`config.mk`:
```
export PLATFORM = sky130hd
export DESIGN_NAME = control_sequencer_flat
export DESIGN_NICKNAME = d
export VERILOG_FILES = /design/src/rtl/cpu_ctrl_pkg.sv /design/src/rtl/control_sequencer_if.sv /design/src/rtl/ctrl_decode.sv /design/src/rtl/control_sequencer.sv /design/src/flat_wrapper.sv
export SDC_FILE = /design/constraint.sdc
export NUM_CORES = 1
export LEC_CHECK = 0
export BUFFER_PORTS_ARGS = -buffer_cell sky130_fd_sc_hd__buf_2
export CAP_MARGIN = 20
export CORE_MARGIN = 2
export CORE_UTILIZATION = 48
export DETAILED_ROUTE_END_ITERATION = 6
export PLACE_DENSITY = 0.78
export RECOVER_POWER = 25
export SLEW_MARGIN = 20
export SYNTH_ARGS = -nofsm -noshare
export SYNTH_HDL_FRONTEND = slang
export SYNTH_SLANG_ARGS = --single-unit
```
`constraint.sdc`:
```
create_clock -name Clock -period 2.3 [get_ports Clock]
set_clock_uncertainty 0.1 [all_clocks]
set_input_delay 0.345 -clock Clock [delete_from_list [all_inputs] [get_ports Clock]]
set_output_delay 0.345 -clock Clock [all_outputs]
set_load 0.02 [all_outputs]
```
`src/rtl/cpu_ctrl_pkg.sv`:
```
// Shared definitions for the hardwired control sequencer.
// Opcode constants (IR[31:27]), ALU operation codes, FSM state encoding and
// the control-vector struct driven toward the datapath.
// ALU codes reuse the matching opcode values, so register-register and
// mul/div instructions pass IR_op straight through as ALU_select.
// The STEP_WAIT state is only reachable when SINGLE_STEP_EN is defined.
package cpu_ctrl_pkg;

  localparam int OPW  = 5;  // opcode field width
  localparam int ALUW = 5;  // ALU_select width

  localparam logic [OPW-1:0] OP_LD   = 5'b00000;
  localparam logic [OPW-1:0] OP_LDI  = 5'b00001;
  localparam logic [OPW-1:0] OP_ST   = 5'b00010;
  localparam logic [OPW-1:0] OP_ADD  = 5'b00011;
  localparam logic [OPW-1:0] OP_SUB  = 5'b00100;
  localparam logic [OPW-1:0] OP_AND  = 5'b00101;
  localparam logic [OPW-1:0] OP_OR   = 5'b00110;
  localparam logic [OPW-1:0] OP_SHR  = 5'b00111;
  localparam logic [OPW-1:0] OP_SHL  = 5'b01000;
  localparam logic [OPW-1:0] OP_ROR  = 5'b01001;
  localparam logic [OPW-1:0] OP_ROL  = 5'b01010;
  localparam logic [OPW-1:0] OP_ADDI = 5'b01011;
  localparam logic [OPW-1:0] OP_ANDI = 5'b01100;
  localparam logic [OPW-1:0] OP_ORI  = 5'b01101;
  localparam logic [OPW-1:0] OP_MUL  = 5'b01110;
  localparam logic [OPW-1:0] OP_DIV  = 5'b01111;
  localparam logic [OPW-1:0] OP_BR   = 5'b10010;
  localparam logic [OPW-1:0] OP_NOP  = 5'b11010;
  localparam logic [OPW-1:0] OP_HALT = 5'b11011;

  localparam logic [ALUW-1:0] ALU_ADD = 5'b00011;
  localparam logic [ALUW-1:0] ALU_SUB = 5'b00100;
  localparam logic [ALUW-1:0] ALU_AND = 5'b00101;
  localparam logic [ALUW-1:0] ALU_OR  = 5'b00110;
  localparam logic [ALUW-1:0] ALU_SHR = 5'b00111;
  localparam logic [ALUW-1:0] ALU_SHL = 5'b01000;
  localparam logic [ALUW-1:0] ALU_ROR = 5'b01001;
  localparam logic [ALUW-1:0] ALU_ROL = 5'b01010;
  localparam logic [ALUW-1:0] ALU_MUL = 5'b01110;
  localparam logic [ALUW-1:0] ALU_DIV = 5'b01111;

  typedef enum logic [3:0] {
    S_FETCH0, S_FETCH1, S_FETCH2,
    S_T3, S_T4, S_T5, S_T6, S_T7,
    S_HALT, S_STEP_WAIT
  } state_t;

  typedef struct packed {
    logic            PCout, Zlowout, Zhighout, MDRout, Cout, BAout;
    logic            PCin, IRin, Yin, Zin, MARin, MDRin, HIin, LOin, CONin;
    logic            Gra, Grb, Grc, Rin, Rout;
    logic            IncPC, Read, Write;
    logic [ALUW-1:0] ALU_select;
    logic            Run, illegal_op;
  } ctrl_t;

  function automatic logic op_legal(input logic [OPW-1:0] op);
    return (op <= OP_DIV) || (op == OP_BR) || (op == OP_NOP) || (op == OP_HALT);
  endfunction

  // Final execute state of an instruction; FETCH2 means nothing to execute.
  function automatic state_t last_step(input logic [OPW-1:0] op);
    if (((op >= OP_ADD) && (op <= OP_ORI)) || (op == OP_LDI)) return S_T5;
    if ((op == OP_MUL) || (op == OP_DIV) || (op == OP_BR))    return S_T6;
    if ((op == OP_LD) || (op == OP_ST))                       return S_T7;
    return S_FETCH2;
  endfunction

endpackage

```
`src/rtl/control_sequencer_if.sv`:
```
// Control bus between the sequencer and the datapath.
// master: sequencer (reads IR_op/CON_FF/mem_ready, drives all controls).
// slave : datapath side (drives IR_op/CON_FF/mem_ready, reads controls).
interface control_sequencer_if;
  import cpu_ctrl_pkg::*;

  logic [OPW-1:0]  IR_op;
  logic            CON_FF, mem_ready;
  logic            PCout, Zlowout, Zhighout, MDRout, Cout, BAout;
  logic            PCin, IRin, Yin, Zin, MARin, MDRin, HIin, LOin, CONin;
  logic            Gra, Grb, Grc, Rin, Rout;
  logic            IncPC, Read, Write;
  logic [ALUW-1:0] ALU_select;
  logic            Run, illegal_op;

  modport master (
    input  IR_op, CON_FF, mem_ready,
    output PCout, Zlowout, Zhighout, MDRout, Cout, BAout,
           PCin, IRin, Yin, Zin, MARin, MDRin, HIin, LOin, CONin,
           Gra, Grb, Grc, Rin, Rout, IncPC, Read, Write,
           ALU_select, Run, illegal_op
  );

  modport slave (
    output IR_op, CON_FF, mem_ready,
    input  PCout, Zlowout, Zhighout, MDRout, Cout, BAout,
           PCin, IRin, Yin, Zin, MARin, MDRin, HIin, LOin, CONin,
           Gra, Grb, Grc, Rin, Rout, IncPC, Read, Write,
           ALU_select, Run, illegal_op
  );
endinterface

```
`src/rtl/ctrl_decode.sv`:
```
// Combinational decode of sequencer state (+ IR_op, CON_FF) into the
// datapath control vector.
// Ports: i_state  current FSM state
//        i_op     IR[31:27]
//        i_con_ff branch condition, gates PCin in the branch T6 step
//        o_ctrl   full control vector
module ctrl_decode
  import cpu_ctrl_pkg::*;
(
  input  state_t         i_state,
  input  logic [OPW-1:0] i_op,
  input  logic           i_con_ff,
  output ctrl_t          o_ctrl
);

  logic w_rr, w_imm, w_md, w_ld, w_ldi, w_st, w_mem, w_br;
  logic [ALUW-1:0] w_imm_alu;

  assign w_rr   = (i_op >= OP_ADD) && (i_op <= OP_ROL);
  assign w_imm  = (i_op >= OP_ADDI) && (i_op <= OP_ORI);
  assign w_md   = (i_op == OP_MUL) || (i_op == OP_DIV);
  assign w_ld   = (i_op == OP_LD);
  assign w_ldi  = (i_op == OP_LDI);
  assign w_st   = (i_op == OP_ST);
  assign w_mem  = w_ld || w_ldi || w_st;  // share the base+offset address steps
  assign w_br   = (i_op == OP_BR);
  assign w_imm_alu = (i_op == OP_ADDI) ? ALU_ADD :
                     (i_op == OP_ANDI) ? ALU_AND : ALU_OR;

  always_comb begin
    o_ctrl     = '0;
    o_ctrl.Run = 1'b1;
    case (i_state)
      S_FETCH0: begin
        o_ctrl.PCout = 1'b1; o_ctrl.MARin = 1'b1; o_ctrl.IncPC = 1'b1; o_ctrl.Zin = 1'b1;
      end
      S_FETCH1: begin
        o_ctrl.Zlowout = 1'b1; o_ctrl.PCin = 1'b1; o_ctrl.Read = 1'b1; o_ctrl.MDRin = 1'b1;
      end
      S_FETCH2: begin
        o_ctrl.MDRout     = 1'b1; o_ctrl.IRin = 1'b1;
        o_ctrl.illegal_op = ~op_legal(i_op);
      end
      S_T3: begin
        if (w_md) begin
          o_ctrl.Gra = 1'b1; o_ctrl.Rout = 1'b1; o_ctrl.Yin = 1'b1;
        end else if (w_br) begin
          o_ctrl.Gra = 1'b1; o_ctrl.Rout = 1'b1; o_ctrl.CONin = 1'b1;
        end else if (w_mem) begin
          o_ctrl.Grb = 1'b1; o_ctrl.BAout = 1'b1; o_ctrl.Yin = 1'b1;
        end else begin
          o_ctrl.Grb = 1'b1; o_ctrl.Rout = 1'b1; o_ctrl.Yin = 1'b1;
        end
      end
      S_T4: begin
        if (w_rr || w_md) begin
          // ALU codes equal opcodes for these classes
          o_ctrl.Grc = w_rr; o_ctrl.Grb = w_md;
          o_ctrl.Rout = 1'b1; o_ctrl.Zin = 1'b1; o_ctrl.ALU_select = i_op;
        end else if (w_imm) begin
          o_ctrl.Cout = 1'b1; o_ctrl.Zin = 1'b1; o_ctrl.ALU_select = w_imm_alu;
        end else if (w_mem) begin
          o_ctrl.Cout = 1'b1; o_ctrl.Zin = 1'b1; o_ctrl.ALU_select = ALU_ADD;
        end else if (w_br) begin
          o_ctrl.PCout = 1'b1; o_ctrl.Yin = 1'b1;
        end
      end
      S_T5: begin
        if (w_rr || w_imm || w_ldi) begin
          o_ctrl.Zlowout = 1'b1; o_ctrl.Gra = 1'b1; o_ctrl.Rin = 1'b1;
        end else if (w_md) begin
          o_ctrl.Zlowout = 1'b1; o_ctrl.LOin = 1'b1;
        end else if (w_ld || w_st) begin
          o_ctrl.Zlowout = 1'b1; o_ctrl.MARin = 1'b1;
        end else if (w_br) begin
          o_ctrl.Cout = 1'b1; o_ctrl.Zin = 1'b1; o_ctrl.ALU_select = ALU_ADD;
        end
      end
      S_T6: begin
        if (w_md) begin
          o_ctrl.Zhighout = 1'b1; o_ctrl.HIin = 1'b1;
        end else if (w_ld) begin
          o_ctrl.Read = 1'b1; o_ctrl.MDRin = 1'b1;
        end else if (w_st) begin
          o_ctrl.Gra = 1'b1; o_ctrl.Rout = 1'b1; o_ctrl.MDRin = 1'b1;
        end else if (w_br) begin
          o_ctrl.Zlowout = 1'b1; o_ctrl.PCin = i_con_ff;
        end
      end
      S_T7: begin
        if (w_ld) begin
          o_ctrl.MDRout = 1'b1; o_ctrl.Gra = 1'b1; o_ctrl.Rin = 1'b1;
        end else if (w_st) begin
          o_ctrl.Write = 1'b1;
        end
      end
      S_HALT, S_STEP_WAIT: o_ctrl.Run = 1'b0;
      default: ;
    endcase
  end

endmodule

```
`src/rtl/control_sequencer.sv`:
```
// Hardwired control unit: fetch (FETCH0..2), decode IR_op, execute T3..T7.
// Ports: Clock  rising-edge clock
//        clr    synchronous active-high reset to FETCH0
//        step   (SINGLE_STEP_EN only) advance one instruction per rising edge
//        bus    control_sequencer_if.master: IR_op/CON_FF/mem_ready in,
//               all datapath enables/selects, ALU_select, Run, illegal_op out
// Macro SINGLE_STEP_EN: park in STEP_WAIT after every instruction.
module control_sequencer
  import cpu_ctrl_pkg::*;
(
  input logic Clock,
  input logic clr,
`ifdef SINGLE_STEP_EN
  input logic step,
`endif
  control_sequencer_if.master bus
);

  state_t r_state, w_next, w_last;
  ctrl_t  w_ctrl, w_out;
  logic   w_stall, w_step_go;

`ifdef SINGLE_STEP_EN
  localparam state_t END_STATE = S_STEP_WAIT;
  logic r_step_q;
  always_ff @(posedge Clock) begin
    if (clr) r_step_q <= 1'b0;
    else     r_step_q <= step;
  end
  assign w_step_go = step & ~r_step_q;  // rising edge: a held step is one request
`else
  localparam state_t END_STATE = S_FETCH0;
  assign w_step_go = 1'b1;
`endif

  ctrl_decode u_dec (
    .i_state  (r_state),
    .i_op     (bus.IR_op),
    .i_con_ff (bus.CON_FF),
    .o_ctrl   (w_ctrl)
  );

  assign w_last  = last_step(bus.IR_op);
  // Any state strobing memory holds until the memory completes.
  assign w_stall = (w_ctrl.Read | w_ctrl.Write) & ~bus.mem_ready;

  always_ff @(posedge Clock) begin
    if (clr) r_state <= S_FETCH0;
    else     r_state <= w_next;
  end

  always_comb begin
    w_next = r_state;
    case (r_state)
      S_FETCH0: w_next = S_FETCH1;
      S_FETCH1: if (!w_stall) w_next = S_FETCH2;
      S_FETCH2: begin
        if (bus.IR_op == OP_HALT)     w_next = S_HALT;
        else if (w_last == S_FETCH2)  w_next = END_STATE;  // nop / undefined
        else                          w_next = S_T3;
      end
      S_T3, S_T4, S_T5, S_T6, S_T7: begin
        if (w_stall)               w_next = r_state;
        else if (r_state == w_last) w_next = END_STATE;
        else begin
          case (r_state)
            S_T3:    w_next = S_T4;
            S_T4:    w_next = S_T5;
            S_T5:    w_next = S_T6;
            default: w_next = S_T7;
          endcase
        end
      end
      S_HALT:      w_next = S_HALT;
      S_STEP_WAIT: if (w_step_go) w_next = S_FETCH0;
      default:     w_next = S_FETCH0;
    endcase
  end

  // Reset masks every strobe but keeps Run high.
  always_comb begin
    w_out = w_ctrl;
    if (clr) begin
      w_out     = '0;
      w_out.Run = 1'b1;
    end
  end

  assign bus.PCout      = w_out.PCout;
  assign bus.Zlowout    = w_out.Zlowout;
  assign bus.Zhighout   = w_out.Zhighout;
  assign bus.MDRout     = w_out.MDRout;
  assign bus.Cout       = w_out.Cout;
  assign bus.BAout      = w_out.BAout;
  assign bus.PCin       = w_out.PCin;
  assign bus.IRin       = w_out.IRin;
  assign bus.Yin        = w_out.Yin;
  assign bus.Zin        = w_out.Zin;
  assign bus.MARin      = w_out.MARin;
  assign bus.MDRin      = w_out.MDRin;
  assign bus.HIin       = w_out.HIin;
  assign bus.LOin       = w_out.LOin;
  assign bus.CONin      = w_out.CONin;
  assign bus.Gra        = w_out.Gra;
  assign bus.Grb        = w_out.Grb;
  assign bus.Grc        = w_out.Grc;
  assign bus.Rin        = w_out.Rin;
  assign bus.Rout       = w_out.Rout;
  assign bus.IncPC      = w_out.IncPC;
  assign bus.Read       = w_out.Read;
  assign bus.Write      = w_out.Write;
  assign bus.ALU_select = w_out.ALU_select;
  assign bus.Run        = w_out.Run;
  assign bus.illegal_op = w_out.illegal_op;

endmodule

```
`src/flat_wrapper.sv`:
```
// flat-port wrapper written by rule: the top's interface ports become plain ports
module control_sequencer_flat import cpu_ctrl_pkg::*;
  (Clock, clr, bus_IR_op, bus_CON_FF, bus_mem_ready, bus_PCout, bus_Zlowout, bus_Zhighout, bus_MDRout, bus_Cout, bus_BAout, bus_PCin, bus_IRin, bus_Yin, bus_Zin, bus_MARin, bus_MDRin, bus_HIin, bus_LOin, bus_CONin, bus_Gra, bus_Grb, bus_Grc, bus_Rin, bus_Rout, bus_IncPC, bus_Read, bus_Write, bus_ALU_select, bus_Run, bus_illegal_op);
  control_sequencer_if bus_i ();
  input logic Clock;
  input logic clr;
  input wire logic [$bits(bus_i.IR_op)-1:0] bus_IR_op;
  input wire logic [$bits(bus_i.CON_FF)-1:0] bus_CON_FF;
  input wire logic [$bits(bus_i.mem_ready)-1:0] bus_mem_ready;
  output wire logic [$bits(bus_i.PCout)-1:0] bus_PCout;
  output wire logic [$bits(bus_i.Zlowout)-1:0] bus_Zlowout;
  output wire logic [$bits(bus_i.Zhighout)-1:0] bus_Zhighout;
  output wire logic [$bits(bus_i.MDRout)-1:0] bus_MDRout;
  output wire logic [$bits(bus_i.Cout)-1:0] bus_Cout;
  output wire logic [$bits(bus_i.BAout)-1:0] bus_BAout;
  output wire logic [$bits(bus_i.PCin)-1:0] bus_PCin;
  output wire logic [$bits(bus_i.IRin)-1:0] bus_IRin;
  output wire logic [$bits(bus_i.Yin)-1:0] bus_Yin;
  output wire logic [$bits(bus_i.Zin)-1:0] bus_Zin;
  output wire logic [$bits(bus_i.MARin)-1:0] bus_MARin;
  output wire logic [$bits(bus_i.MDRin)-1:0] bus_MDRin;
  output wire logic [$bits(bus_i.HIin)-1:0] bus_HIin;
  output wire logic [$bits(bus_i.LOin)-1:0] bus_LOin;
  output wire logic [$bits(bus_i.CONin)-1:0] bus_CONin;
  output wire logic [$bits(bus_i.Gra)-1:0] bus_Gra;
  output wire logic [$bits(bus_i.Grb)-1:0] bus_Grb;
  output wire logic [$bits(bus_i.Grc)-1:0] bus_Grc;
  output wire logic [$bits(bus_i.Rin)-1:0] bus_Rin;
  output wire logic [$bits(bus_i.Rout)-1:0] bus_Rout;
  output wire logic [$bits(bus_i.IncPC)-1:0] bus_IncPC;
  output wire logic [$bits(bus_i.Read)-1:0] bus_Read;
  output wire logic [$bits(bus_i.Write)-1:0] bus_Write;
  output wire logic [$bits(bus_i.ALU_select)-1:0] bus_ALU_select;
  output wire logic [$bits(bus_i.Run)-1:0] bus_Run;
  output wire logic [$bits(bus_i.illegal_op)-1:0] bus_illegal_op;
  assign bus_i.IR_op = bus_IR_op;
  assign bus_i.CON_FF = bus_CON_FF;
  assign bus_i.mem_ready = bus_mem_ready;
  assign bus_PCout = bus_i.PCout;
  assign bus_Zlowout = bus_i.Zlowout;
  assign bus_Zhighout = bus_i.Zhighout;
  assign bus_MDRout = bus_i.MDRout;
  assign bus_Cout = bus_i.Cout;
  assign bus_BAout = bus_i.BAout;
  assign bus_PCin = bus_i.PCin;
  assign bus_IRin = bus_i.IRin;
  assign bus_Yin = bus_i.Yin;
  assign bus_Zin = bus_i.Zin;
  assign bus_MARin = bus_i.MARin;
  assign bus_MDRin = bus_i.MDRin;
  assign bus_HIin = bus_i.HIin;
  assign bus_LOin = bus_i.LOin;
  assign bus_CONin = bus_i.CONin;
  assign bus_Gra = bus_i.Gra;
  assign bus_Grb = bus_i.Grb;
  assign bus_Grc = bus_i.Grc;
  assign bus_Rin = bus_i.Rin;
  assign bus_Rout = bus_i.Rout;
  assign bus_IncPC = bus_i.IncPC;
  assign bus_Read = bus_i.Read;
  assign bus_Write = bus_i.Write;
  assign bus_ALU_select = bus_i.ALU_select;
  assign bus_Run = bus_i.Run;
  assign bus_illegal_op = bus_i.illegal_op;
  control_sequencer u_core (.Clock(Clock), .clr(clr), .bus(bus_i));
endmodule
```
==> flow_summary.toml, run 1 <==
[critical_path]
ff2ff_path_depth = 6
crit_path_start_kind = "input port"
r2r_slack_ns = 0.43
crit_fanout = 17
critPathKind = "input port to output pin"
crit_arrival_ns = 1.79
endpoint_kind = "output pin"
slowest_stage = "a41o_1"
cp_slowest_stage_delay_ns = 0.26
required_ns = 1.86
cp_cell_sequence = "clkbuf_1, buf_12, a31oi_1, o31ai_1, buf_4, nand4_1, nand2_1, a41o_1, buf_2"

[sta]
fin_crit_sh_pct = 97.2
layout_min_cycle_time_ns = 2.24
fmax_ghz = 0.447
holdWs_ns = 0.494
relSlewSlack_pct = 64.2
tns_ns = 0
maxSlewViolCount = 0
setup_viol = 0
worst_pin_slew_ns = 0.531
rsz0062_at_grt = "no"
finalHoldViolCount = 0

[floorplanning]
num_rows = 15
fp.dieArea_um2 = 2300
start_util_pct = 52.1
die_w_um = 48.0
fp.coreArea_um2 = 1780
die_h_um = 48.0
io_pins = 39

[outcome]
outcome = "finished, final reports clean"

[cells_and_area]
final_common_cell = "buf_2"
layout_common_cells = "32 x buf_2, 22 x nor2_1, 16 x nand2_1, 12 x a21oi_1, 10 x buf_4"
fin_util_pct = 68.4
area_delta_synth_final_pct = 31.2
antenna_cells = 0
layout.nets = 203
drive_above_1_share_pct = 28.6
top_register = "u_core.r_state"
finalNonFillerCells = 217
fin_area_um2 = 1220
top_regs = "u_core.r_state: 4 flops"
largest_register_ffs = 4

[grt]
overflow = 0
grt_max_degree = 18
grt_pass1_vias = 1005
grt_antenna_before_repair = 0
grt_pass1_wl_um = 4430
grtUsageTotal_pct = 26.6

[logic_synthesis]
netlist_area_um2 = 930
syn_inst = 157
synth_sequential_area_ratio_pct = 8.61
synth.distinct_cells = 42
synth_fp_nets = 166
synth-edff-count = 0
synth_area_per_cell_um2 = 5.92
yosysWarnings = 0
ys_async_sr_fraction_pct = 0
ys.flop_type = "dfxtp_1"
ys_ff_latch = 4

[power_and_ir_drop]
powerDensity_nw_per_um2 = 504
p_leak_nw = 0.545
ir_worst_vdd_uv = 333

[placed_design]
port-buffer-count = 37
place_area_um2 = 1190
hpwlAfterDp_um = 2230
place_congestion = 0.943
dp.cells = 214

[cts]
clkTransAtPathRegs_ns = 0.03
clkLatencyLatePin_ns = 0.24
htree_levels = 1
post-cts-setup-buffers = 0
clk_path_buf_depth = 2
cts_sinks = 4
cts_tree = "yes"
cts-resized-gates = 0
cts_hold_buf = 0
cts_made_buffers = 3
root_buffer = "clkbuf_4"

[run]
maxCapViolations = 0

[route]
dr.pass1.iters = 4
drcViolationCount = 0
drtIter0Drc = 72
routed_wl_um = 2940
ant_nets = 0
wl_per_cell_um = 13.5
vias = 1289
viasPerCell = 5.94

[min_path]
whs_path_depth = 5
min_path_type = "input port to register"
-- stage by stage --
| step | total power, mW | setup slack [ns] |
|---|---|---|
| floorplan | 0.393 | 0.0335 |
| global placement | 0.504 | 0.0322 |
| detailed placement | 0.515 | 0.00833 |
| CTS | 0.603 | 0.00179 |
| global route | 0.655 | 0.00278 |
| finish | 0.615 | 0.0643 |
-- final timing paths --
path / from / endpoint
worst max register to register: u_core.r_state[2] / u_core.r_state[1]
worst min-delay path: bus_mem_ready / u_core.r_state[1]
worst min register to register: u_core.r_state[3] / u_core.r_state[3]
worst max-delay path: bus_IR_op[3] / bus_Zin
-- cell usage after synthesis, types with 2 or more instances --
| library cell | count | area (um2) |
|---|---|---|
| nand3b_1 | 2 | 15.0 |
| nor3_1 | 7 | 35.0 |
| a21oi_1 | 13 | 65.1 |
| nor2_1 | 22 | 82.6 |
| nor2b_1 | 2 | 12.5 |
| nor4_1 | 5 | 31.3 |
| a21boi_0 | 3 | 22.5 |
| inv_1 | 4 | 15.0 |
| and3_1 | 3 | 18.8 |
| dfxtp_1 | 4 | 80.1 |
| nand2_1 | 16 | 60.1 |
| nand2b_1 | 7 | 43.8 |
| o21ai_0 | 8 | 40.0 |
| o21a_1 | 2 | 15.0 |
| a21o_1 | 2 | 15.0 |
| nand3_1 | 5 | 25.0 |
| and2_1 | 5 | 31.3 |
| a211oi_1 | 2 | 15.0 |
| buf_4 | 2 | 15.0 |
| xor2_1 | 2 | 17.5 |
| a31oi_1 | 4 | 25.0 |
| clkbuf_1 | 10 | 37.5 |
| or3_1 | 3 | 18.8 |
| xnor2_1 | 2 | 17.5 |
| o31a_1 | 2 | 17.5 |
| buf_2 | 3 | 15.0 |
| o31ai_1 | 2 | 15.0 |
-- power breakdown --
part           total [mW]  internal, mW  switching, mW
clock network      0.0864        0.0583         0.0281
registers          0.0968        0.0815         0.0153
logic               0.432         0.155          0.278
-- routing by layer --
layer	vias to the layer above	GRT usage, %	wire, um
met4	0	7.03	12
met5	-	0	0
li1	625	-	-
met1	569	37.4	1240
met2	93	44.0	1360
met3	2	1.13	324
-- cell type report --
| cell class | count | area (um2) |
|---|---|---|
| multi-input cells | 133 | 781 |
| fillers | 154 | 563 |
| repair buffers | 48 | 290 |
| flip-flops and latches | 4 | 80.1 |
| well taps | 25 | 31.3 |
| clock buffers | 3 | 22.5 |
| inverters | 4 | 15.0 |
-- worst max-delay path: cells and delay by family --
kind | cells | cell delay (ns)
compound gates | 3 | 0.58
simple gates | 2 | 0.28
buf+inv | 4 | 0.58
-- cell families after synthesis --
| logic type | share of synthesized area, % |
|---|---|
| simple gates | 47.5 |
| buf+inv | 10.1 |
| flops | 8.61 |
| xor+xnor | 3.77 |
| compound gates | 29.6 |
| other cells | 0.403 |
(Power assumes the default switching activity.)
==> run 2: changes to the inputs <==
--- a/config.mk
+++ b/config.mk
@@ -7,7 +7,6 @@
 export LEC_CHECK = 0
 export BUFFER_PORTS_ARGS = -buffer_cell sky130_fd_sc_hd__buf_2
 export CAP_MARGIN = 20
-export CORE_MARGIN = 2
 export CORE_UTILIZATION = 48
 export DETAILED_ROUTE_END_ITERATION = 6
 export PLACE_DENSITY = 0.78
==> constraint.sdc (replaced) <==
create_clock -name Clock -period 2.5 [get_ports Clock]
set_clock_uncertainty 0.1 [all_clocks]
set_input_delay 0.375 -clock Clock [delete_from_list [all_inputs] [get_ports Clock]]
set_output_delay 0.375 -clock Clock [all_outputs]
set_load 0.02 [all_outputs]
==> flow_summary.toml, run 2 (synthesis gave the netlist of run 1 again) <==
[sta]
tns_ns = 0
setup_viol = 0
worst_pin_slew_ns = 0.496
relSlewSlack_pct = 66.6
fin_ws_ns = 0.170
layout_min_cycle_time_ns = 2.33
finalHoldViolCount = 0
maxSlewViolCount = 0
fmax_ghz = 0.429
fin_crit_sh_pct = 93.2
rsz0062_at_grt = "no"

[floorplanning]
io_pins = 39
die_w_um = 46.0
die_h_um = 46.0
start_util_pct = 52.7
num_rows = 15
fp.dieArea_um2 = 2120
fp.coreArea_um2 = 1760

[critical_path]
ff2ff_path_depth = 6
endpoint_kind = "output pin"
r2r_slack_ns = 0.64
rr_startpoint = "u_core.r_state[2]"
crit_arrival_ns = 1.86
crit_fanout = 5
critPathKind = "input port to output pin"
crit_path_start_kind = "input port"
required_ns = 2.03
r2r_end = "u_core.r_state[1]"

[cts]
htree_levels = 1
cts_made_buffers = 3
clkTransAtPathRegs_ns = 0.03
cts_sinks = 4
cts_tree = "yes"
clkLatencyLatePin_ns = 0.24
root_buffer = "clkbuf_4"
cts_hold_buf = 0
cts-resized-gates = 0
post-cts-setup-buffers = 0
clk_path_buf_depth = 2

[min_path]
worstHoldEndpoint = "u_core.r_state[1]"
whs_path_depth = 5
hold_start = "bus_mem_ready"
min_path_type = "input port to register"

[cells_and_area]
layout.nets = 203
layout_common_cells = "33 x buf_2, 22 x nor2_1, 16 x nand2_1, 13 x a21oi_1, 11 x buf_4"
antenna_cells = 0
top_register = "u_core.r_state"
area_delta_synth_final_pct = 26.1
final_common_cell = "buf_2"
drive_above_1_share_pct = 26.0
largest_register_ffs = 4
top_regs = "u_core.r_state: 4 flops"

[grt]
overflow = 0
grt_max_degree = 18
grt_antenna_before_repair = 0
grt_pass1_vias = 1058
grt_pass1_wl_um = 4550
grtUsageTotal_pct = 29.0

[placed_design]
pre_cts_slack_ns = 0.170
hpwlAfterDp_um = 2200
place_congestion = 0.932
port-buffer-count = 37

[route]
viasPerCell = 5.98
wl_per_cell_um = 13.2
routed_wl_um = 2870
dr.pass1.iters = 4
drcViolationCount = 0
drtIter0Drc = 76
vias = 1297
ant_nets = 0

[run]
maxCapViolations = 0

[outcome]
outcome = "finished, final reports clean"

[power_and_ir_drop]
powerDensity_nw_per_um2 = 472
ir_worst_vdd_uv = 314
p_leak_nw = 0.531
## run 2: where the power goes
group	switching (mW)	total [mW]	leakage [nW]	internal, mW
clock	0.0263	0.0800	0.0138	0.0537
combinational	0.247	0.382	0.484	0.135
sequential	0.0163	0.0912	0.0327	0.0749
total	0.290	0.553	0.531	0.264
## run 2: routing by layer
layer / vias up / part of all wire (%) / global-route usage (%)
li1: 627 / - / -
met1: 577 / 42 / 38.9
met2: 85 / 47 / 47.9
met3: 8 / 9.8 / 6.75
met4: 0 / 2.0 / 3.53
met5: - / 0 / 0
## run 2: per-stage QoR
step | std cells | hold WS, ns | cell area [um2] | total power [mW] | util (%)
CTS | 217 | 0.469 | 1180 | 0.549 | 66.7
floorplan | 157 | 0.420 | 935 | 0.361 | -
global placement | 214 | 0.476 | 1150 | 0.459 | 65.5
detailed placement | 214 | 0.486 | 1150 | 0.466 | 65.5
global route | 217 | 0.511 | 1170 | 0.598 | 66.5
finish | 217 | 0.469 | 1170 | 0.553 | 66.5
## run 2: worst max-delay path: stages
cell      delay, ns
buf_2          0.10
or3_4          0.40
or3_1          0.40
a21oi_1        0.13
a21oi_1        0.06
a211oi_2       0.18
buf_2          0.19
## run 2: worst max-delay path by stage
stage,start,end,slack [ns],depth (start not counted)
CTS,bus_IR_op[3],bus_Rout,0.17,7
finish,bus_IR_op[3],bus_Rout,0.17,7
global placement,bus_IR_op[3],bus_Rout,0.20,7
floorplan,bus_IR_op[2],bus_Zhighout,0.08,5
detailed placement,bus_IR_op[3],bus_Rout,0.17,7
global route,bus_IR_op[3],bus_Rout,0.06,7
## run 2: cell type report
cell class                      count  area, um2
Multi-Input combinational cell    133        761
Fill cell                         189        592
Timing Repair Buffer               48        263
Sequential cell                     4       80.1
Tap cell                           25       31.3
Clock buffer                        3       22.5
Inverter                            4       15.0
